`config.mk`:
```
export PLATFORM = sky130hd
export DESIGN_NAME = kilit_giris_denetleyici
export DESIGN_NICKNAME = d
export VERILOG_FILES = /design/src/rtl/kilit_giris_denetleyici_pkg.sv /design/src/rtl/kilit_giris_denetleyici_bekleme_sayaci.sv /design/src/rtl/kilit_giris_denetleyici.sv
export SDC_FILE = /design/constraint.sdc
export NUM_CORES = 1
export LEC_CHECK = 0
export BUFFER_PORTS_ARGS = -buffer_cell sky130_fd_sc_hd__buf_2
export CORE_MARGIN = 2
export CORE_UTILIZATION = 45
export DETAILED_ROUTE_END_ITERATION = 7
export PLACE_DENSITY = 0.71
export SYNTH_ARGS = -nofsm -noshare
export SYNTH_HDL_FRONTEND = slang
export SYNTH_SLANG_ARGS = --single-unit
export TNS_END_PERCENT = 5
```
`constraint.sdc`:
```
create_clock -name clk -period 1.7 [get_ports clk]
set_clock_uncertainty 0.1 [all_clocks]
set_input_delay 0.34 -clock clk [delete_from_list [all_inputs] [get_ports clk]]
set_output_delay 0.34 -clock clk [all_outputs]
set_load 0.05 [all_outputs]
```
`src/rtl/kilit_giris_denetleyici_pkg.sv`:
```
// Shared types for the dual-lock step-entry controller.
// State encoding and step-slot widths.
package kilit_giris_denetleyici_pkg;

  localparam int SAG_W = 3;
  localparam int SOL_W = 2;

  localparam logic [2:0] S_SAG1    = 3'd0;
  localparam logic [2:0] S_SOL1    = 3'd1;
  localparam logic [2:0] S_SAG2    = 3'd2;
  localparam logic [2:0] S_SOL2    = 3'd3;
  localparam logic [2:0] S_KONTROL = 3'd4;
  localparam logic [2:0] S_ACIK    = 3'd5;
  localparam logic [2:0] S_KILITLI = 3'd6;

  typedef enum logic [2:0] {
    SAG1    = S_SAG1,
    SOL1    = S_SOL1,
    SAG2    = S_SAG2,
    SOL2    = S_SOL2,
    KONTROL = S_KONTROL,
    ACIK    = S_ACIK,
    KILITLI = S_KILITLI
  } durum_t;

endpackage

```
`src/rtl/kilit_giris_denetleyici_bekleme_sayaci.sv`:
```
// Lockout wait counter: load, count down to zero, flag last cycle.
// bitti is high in the final cycle of the wait.
module bekleme_sayaci (
  input  logic       clk,
  input  logic       rst,
  input  logic       yukle,
  input  logic [7:0] yukle_deger,
  input  logic       azalt,
  output logic       bitti
);

  logic [7:0] sayac_q;

  always_ff @(posedge clk or posedge rst) begin
    if (rst) begin
      sayac_q <= '0;
    end else if (yukle) begin
      sayac_q <= yukle_deger;
    end else if (azalt && sayac_q != 8'd0) begin
      sayac_q <= sayac_q - 8'd1;
    end
  end

  // The decrement that lands on zero is the last lockout cycle.
  assign bitti = (sayac_q <= 8'd1);

endmodule

```
`src/rtl/kilit_giris_denetleyici.sv`:
```
// Step-entry controller for a dual combination lock with
// failed-attempt counting and timed lockout.
module kilit_giris_denetleyici
  import kilit_giris_denetleyici_pkg::*;
#(
  parameter int MAX_HATA       = 3,
  parameter int BEKLEME_CEVRIM = 16
) (
  input  logic       clk,
  input  logic       rst,
  input  logic [2:0] deger,
  input  logic       gir,
  input  logic       iptal,
  input  logic       kilitler_acik,
  output logic [5:0] sag_adimlar,
  output logic [3:0] sol_adimlar,
  output logic       kontrol,
  output logic       acik,
  output logic       kilitli,
  output logic [1:0] hata_sayisi
);

  localparam logic [2:0] MAX_3 = 3'(MAX_HATA);
  localparam logic [1:0] MAX_2 = 2'(MAX_HATA);
  localparam logic [7:0] BEKLE = 8'(BEKLEME_CEVRIM);

  durum_t     durum_q, durum_n;
  logic [5:0] sag_q, sag_n;
  logic [3:0] sol_q, sol_n;
  logic [1:0] hata_q, hata_n;
  logic       acik_q;
  logic       yukle, azalt, bitti;
  logic [2:0] hata_art;

  assign hata_art = {1'b0, hata_q} + 3'd1;

  bekleme_sayaci u_sayac (
    .clk         (clk),
    .rst         (rst),
    .yukle       (yukle),
    .yukle_deger (BEKLE),
    .azalt       (azalt),
    .bitti       (bitti)
  );

  always_ff @(posedge clk or posedge rst) begin
    if (rst) begin
      durum_q <= SAG1;
      sag_q   <= '0;
      sol_q   <= '0;
      hata_q  <= '0;
      acik_q  <= 1'b0;
    end else begin
      durum_q <= durum_n;
      sag_q   <= sag_n;
      sol_q   <= sol_n;
      hata_q  <= hata_n;
      acik_q  <= (durum_n == ACIK);
    end
  end

  always_comb begin
    durum_n = durum_q;
    sag_n   = sag_q;
    sol_n   = sol_q;
    hata_n  = hata_q;
    yukle   = 1'b0;
    azalt   = 1'b0;
    unique case (durum_q)
      SAG1, SOL1, SAG2, SOL2: begin
        if (iptal) begin
          durum_n = SAG1;
          sag_n   = '0;
          sol_n   = '0;
        end else if (gir) begin
          unique case (durum_q)
            SAG1: begin
              sag_n[5:3] = deger;
              durum_n    = SOL1;
            end
            SOL1: begin
              sol_n[3:2] = deger[1:0];
              durum_n    = SAG2;
            end
            SAG2: begin
              sag_n[2:0] = deger;
              durum_n    = SOL2;
            end
            default: begin
              sol_n[1:0] = deger[1:0];
              durum_n    = KONTROL;
            end
          endcase
        end
      end
      KONTROL: begin
        sag_n = '0;
        sol_n = '0;
        if (kilitler_acik) begin
          durum_n = ACIK;
          hata_n  = '0;
        end else if (hata_art < MAX_3) begin
          durum_n = SAG1;
          hata_n  = hata_art[1:0];
        end else begin
          durum_n = KILITLI;
          hata_n  = MAX_2;
          yukle   = 1'b1;
        end
      end
      ACIK: begin
        if (iptal) durum_n = SAG1;
      end
      KILITLI: begin
        azalt = 1'b1;
        if (bitti) begin
          durum_n = SAG1;
          hata_n  = '0;
        end
      end
      default: durum_n = SAG1;
    endcase
  end

  assign sag_adimlar = sag_q;
  assign sol_adimlar = sol_q;
  assign hata_sayisi = hata_q;
  assign acik        = acik_q;
  assign kontrol     = (durum_q == KONTROL);
  assign kilitli     = (durum_q == KILITLI);

endmodule

```
* Word-level counts from Yosys, hierarchy flattened
Cells that the tools add are included.
** Word-level totals
- Bits in registers :: 24
- Output and inout port bits :: 15
- Logic and storage cells :: 66
** Operators by class
- $add $sub $neg :: 2
- $lt $le $gt $ge :: 2
- Equality and inequality tests :: 13
- Mux-type cells :: 28
- Reduce and logical (&&, ||, !) cells :: 13
** Operators by type and width (number)
- 3-bit 2-to-1 mux :: 8
- 8-bit 2-to-1 mux :: 2
- 3-bit inequality test, second input constant :: 5
- 3-bit == test, second input constant :: 4
- 6-bit 2-to-1 mux :: 2
- 3-bit case mux with 4 select lines :: 1
- 6-bit case mux with 2 select lines :: 1
- 3-bit AND reduction :: 4
- 2-bit 2-to-1 mux :: 5
- 3-bit case mux with 3 select lines :: 1
- 8-bit by 1-bit <= comparator with 1-bit output, second input constant :: 1
- 4-bit 2-to-1 mux :: 2
- 4-bit case mux with 2 select lines :: 1
- 8-bit nonzero test :: 1
- 8-bit by 1-bit subtractor with 8-bit output, second input constant :: 1
- 3-bit by 2-bit == test with 1-bit output, second input constant :: 2
- 2-bit nonzero test :: 3
- 1-bit 2-to-1 mux :: 4
- 2-bit case mux with 2 select lines :: 1
- 4-bit OR reduction :: 1
- 2-bit by 1-bit adder with 3-bit output, second input constant :: 1
- 3-bit by 1-bit == test with 1-bit output, second input constant :: 1
- 3-bit logical NOT :: 1
- 3-bit by 2-bit < comparator with 1-bit output, second input constant :: 1
- other kinds (4) :: 4

* Longest topological paths before layout
- Depth in word-level cells :: 6
- Gate-level depth with buffers :: 6
- Gate-level depth less buffers :: 5

* Hierarchy
A second synthesis with hierarchy kept.
** Unflattened totals
- Cell total of the unflattened synthesis :: 155
- Area, all modules :: 1476.4 µm²
** By module, submodules not included
- kilit_giris_denetleyici :: times used 1, cells each 89, area each 894.6 µm², seq. area each 400.4 µm²
- bekleme_sayaci :: times used 1, cells each 66, area each 581.8 µm², seq. area each 200.2 µm²

* Least setup slack after synthesis
No wires, ideal clock.
- Path kind :: flip-flop to flip-flop
- Start :: register durum_q[1]
- End :: register sol_q[0], in the netlist sol_adimlar[0]
- Setup time :: 121 ps
- Arrival :: 1427 ps
- Required time :: 1479 ps
- Path slack :: 52 ps
- Cell stages (with the launch flop) :: 7
- Buffers on the path :: 1
- Period minus slack after synthesis :: 1648 ps
- Cell sequence :: dfrtp_1 buf_6 clkinv_1 nand2_1 inv_1 nor2_1 a22o_1
** RTL lines
- start: declaration :: RTL line kilit_giris_denetleyici.sv:27 : durum_t durum_q, durum_n;
- start signal: assignment :: RTL line kilit_giris_denetleyici.sv:54 : durum_q <= durum_n;
- 3-bit == test *
- net kontrol :: RTL line kilit_giris_denetleyici.sv:17 : output logic kontrol,
- 2-bit nonzero test (no line)
- 3-bit AND reduction (no line)
- end signal: assignment :: RTL line kilit_giris_denetleyici.sv:56 : sol_q <= sol_n;
- end: declaration :: RTL line kilit_giris_denetleyici.sv:29 : logic [3:0] sol_q, sol_n;
Mark *: on every way through the listed nets, which the timed path passes. The rest lies on a longest branch.
A chain may end at the register's enable or synchronous reset.

* Worst setup path after layout
- Start :: register durum_q[0]
- End :: output port kontrol
** Between the ends
- Cells in the longest elaborated chain, start to end :: 1
** Ends and longest elaborated chain
- 3-bit == test :: RTL line kilit_giris_denetleyici.sv:129 : assign kontrol = (durum_q == KONTROL);
- end: declaration :: RTL line kilit_giris_denetleyici.sv:17
Every way passes these cells.

==> results.txt <==
Using the TritonRoute via totals, the vias-per-cell ratio works out to 5.684. The required arrival time at the worst endpoint was 1.26 ns; the delay of the slowest cell on the worst path was 0.44 ns. Across the run, the number of max-cap violations was 0.

For the pin with the worst max-slew slack, the measured transition is 0.3590 ns. The tools report the total of warnings raised by yosys as 0. The number of instances on the worst hold path was 2. The post-route worst hold slack is 0.1694 ns. By count the netlist is led by 24 x dfrtp_1, 11 x a21oi_1, 10 x nand2_1, 10 x o21ai_0.

TritonCTS built the clock tree. The critical path goes through nor2b_2, nand2_1, inv_2, buf_8. The HPWL reported at the end of detailed placement came out at 2336 um. The reported leakage power is 0.8097 nW, and the final setup violation count is 0. The portion of synthesized area spent on multiplexers is 2.216%. Cells with a size suffix above 1 make up 32.04% of the layout. Most frequent cell after synthesis: dfrtp_1.

The root buffer cell chosen for the clock tree is clkbuf_4. The cell depth of the worst flop-to-flop path came out at 4. The tools report the type of destination of the critical path as an output port.

The I/O pin count is 23. The register area share after synthesis was 44.32%; the number of stages on the worst setup path was 4. The count of buffers added on input and output ports is 22.

The highest-delay cell along the critical path was dfrtp_1. Timing would allow up to 594.7 MHz. By area the synthesized netlist is led by dfrtp_1 44%, a21oi_1 4.1%, o21ai_0 3.7%, nand2_1 2.8%, a22o_1 2.6%. After routing the design area is 1680 um2. The first global-routing pass estimated 5340 um of wire.

The count of final max-slew check failures was 0; the maximum number of pins on one net before global-route repair was 25. After synthesis, the netlist uses 43 different library cells. The residual antenna-violating net count after detailed routing came out at 0. For the number of core rows, the log shows 19. The number of nets in the synthesized netlist is 154. The maximum fanout encountered on the critical timing path came out at 4. The compound-cell area share of the yosys netlist is 21.79%. After Yosys synthesis, and, or, nand and nor cells account for 21.88% of the synthesized area. The worst pin sits at a relative slew slack of 75.73%. Once layout is complete, the utilization of the core stands at 59.90%. The repair_antennas step left the layout with diodes totalling 0. TritonCTS created 3 clock buffers. In this run the deepest clock path goes through 2 buffers. Leading area contributor after synthesis: dfrtp_1. The family of cells with the greatest summed delay on the critical path is flip-flops. The final critical path takes up 98.91% of the cycle.

Measured along the y axis, the die boundary spans 58.88 um. The tools report the post-synthesis instance area as 1355 um2. Final net count: 193. The synthesized design contains 24 register bits. After detailed placement, the total cell area comes to 1589 um2. The H-tree depth came out at 1.

The floorplan step defined a die boundary enclosing 3466 um2. The tools report the floorplan core area as 2805 um2. The via count of the first global-routing pass was 1128. Power density of the placed cells: 1739 nW/um2.

The worst-skew pair later-pin latency was 0.31 ns; the mean routed wirelength per cell was 14.78 um. The die outline width is 58.88 um. Setup repair after global routing could not meet its margin everywhere. Summed over all layers, the global routing overflow is 0.

Dominant combinational cell family by area after synthesis: simple AND/OR/NAND/NOR gates. The cell count after synthesis came out at 144. The start point of the worst min-delay path was deger[2].

Count of flip-flops with a built-in enable after synthesis: 0. The largest voltage drop on the vdd net was 832.8 uV; the clock sink count was 24. Relative to the synthesized area, the layout overhead comes to 24.01%.

After clock tree synthesis, the clock-pin slew on the worst setup and hold paths is 0.13 ns. The worst register-to-register path begins at u_sayac.sayac_q[2]. For the number of antenna violations at the first check in global routing, the log shows 0. The run finished with clean final reports.

The worst hold path belongs to the class in2reg. Commonest register cell after synthesis: dfrtp_1. The critical path starts at durum_q[0]. The top cell type by area accounts for 44.32% of the synthesized area. Once the floorplan was initialized, standard cells occupied 48.31% of the core.

The worst setup path is of the reg2out kind. The detailed router finished its first iteration with 54 violations. Before antenna repair, the detailed router went through 4 iterations. The post-synthesis share of cell area spent on xor and xnor gates is 1.939%. The logs give 19.99% for the overall track demand over capacity in global routing and 3133 um for the total wirelength of the detailed-routed design. Routability-driven placement finished with a final weighted congestion of 0.8258. The smallest clock period supported by the final layout is computed as 1.681 ns. For this run, asynchronously set or reset flops after synthesis account for 100.0%.

At the worst endpoint, the arrival time is 1.24 ns. Together, buffers and inverters on the worst path number 2. The final routed DRC violation total is 0, and the post-synthesis area per instance is 9.410 um2. STA classifies the critical path startpoint as a flop. The tools report the total count of hold-check failures in the final report as 0. After Yosys synthesis, full adders, half adders and majority gates account for 1.847% of the synthesized area. The via count of the routed design came out at 1205.
==> path summary, 6_finish.rpt <==
path                                      end  slack, ns
min in group asynchronous      sag_adimlar[4]       0.49
max in group asynchronous          durum_q[2]       0.74
max                                   kontrol       0.02
min                            sag_adimlar[2]       0.17
min reg2reg                    sag_adimlar[2]       0.41
max reg2reg                u_sayac.sayac_q[5]       0.06
==> metrics by stage <==
stage	total power [mW]	instances	TNS, ns	setup slack (ns)
finish	2.922	212	0	0.01850
global route	3.122	212	-0.04551	-0.04241
CTS	2.852	211	-0.01200	-0.01200
detailed placement	2.544	206	0	0.01328
global placement	2.492	206	0	0.05281
floorplan	2.075	144	0	0.05241
==> final cells by class <==
| type | count | area, um2 |
|---|---|---|
| Fill cell | 249 | 1125 |
| Multi-Input combinational cell | 102 | 693.2 |
| Timing Repair Buffer | 41 | 275.3 |
| Sequential cell | 24 | 603.1 |
| Clock buffer | 3 | 22.52 |
| Inverter | 11 | 47.55 |
| Tap cell | 31 | 38.79 |
==> kinds of logic after synthesis <==
logic type,count (synthesis)
AOI/OAI and AO/OA,45
xor gates and xnor gates,3
adders and majority gates,2
buffers and inverters,18
DFF,24
muxes,3
and+or+nand+nor,49
==> placed cells by master, fill, tap and decap left out, types with 4 or more instances in the layout <==
master	Yosys	final
nor2_1	9	9
dfrtp_1	24	22
o21ai_0	10	10
a21oi_1	11	11
nand2_1	10	10
buf_4	0	18
nand3_1	6	6
a22o_1	4	4
buf_2	1	20
inv_1	9	8
nand2b_1	4	4
==> routing by layer <==
metal / track usage, % / vias to the layer above / wire, um
met2: 31.59 / 21 / 1528
met5: 0 / - / 0
met1: 27.78 / 582 / 1475
li1: - / 600 / -
met4: 6.169 / 0 / 23
met3: 3.736 / 2 / 105
==> power by group <==
part / total (mW) / internal [mW] / switching [mW]
logic: 1.74 / 0.699 / 1.04
clock network: 0.248 / 0.0827 / 0.165
registers: 0.939 / 0.750 / 0.189
==> what timing repair did <==
action,4_1_cts,5_1_grt
hold buffers,1,0
gates resized for setup,8,6
endpoints found under the setup margin,3,9
buffers inserted,1,1
endpoints found under the hold margin,24,0
==> registers in the layout, indices dropped and copies added, names as in the netlist <==
name / cells
durum_q: 3
acik: 1
hata_sayisi: 2
u_sayac.sayac_q: 8
sol_adimlar: 4
sag_adimlar: 6
Power figures use the tool's default switching activity.
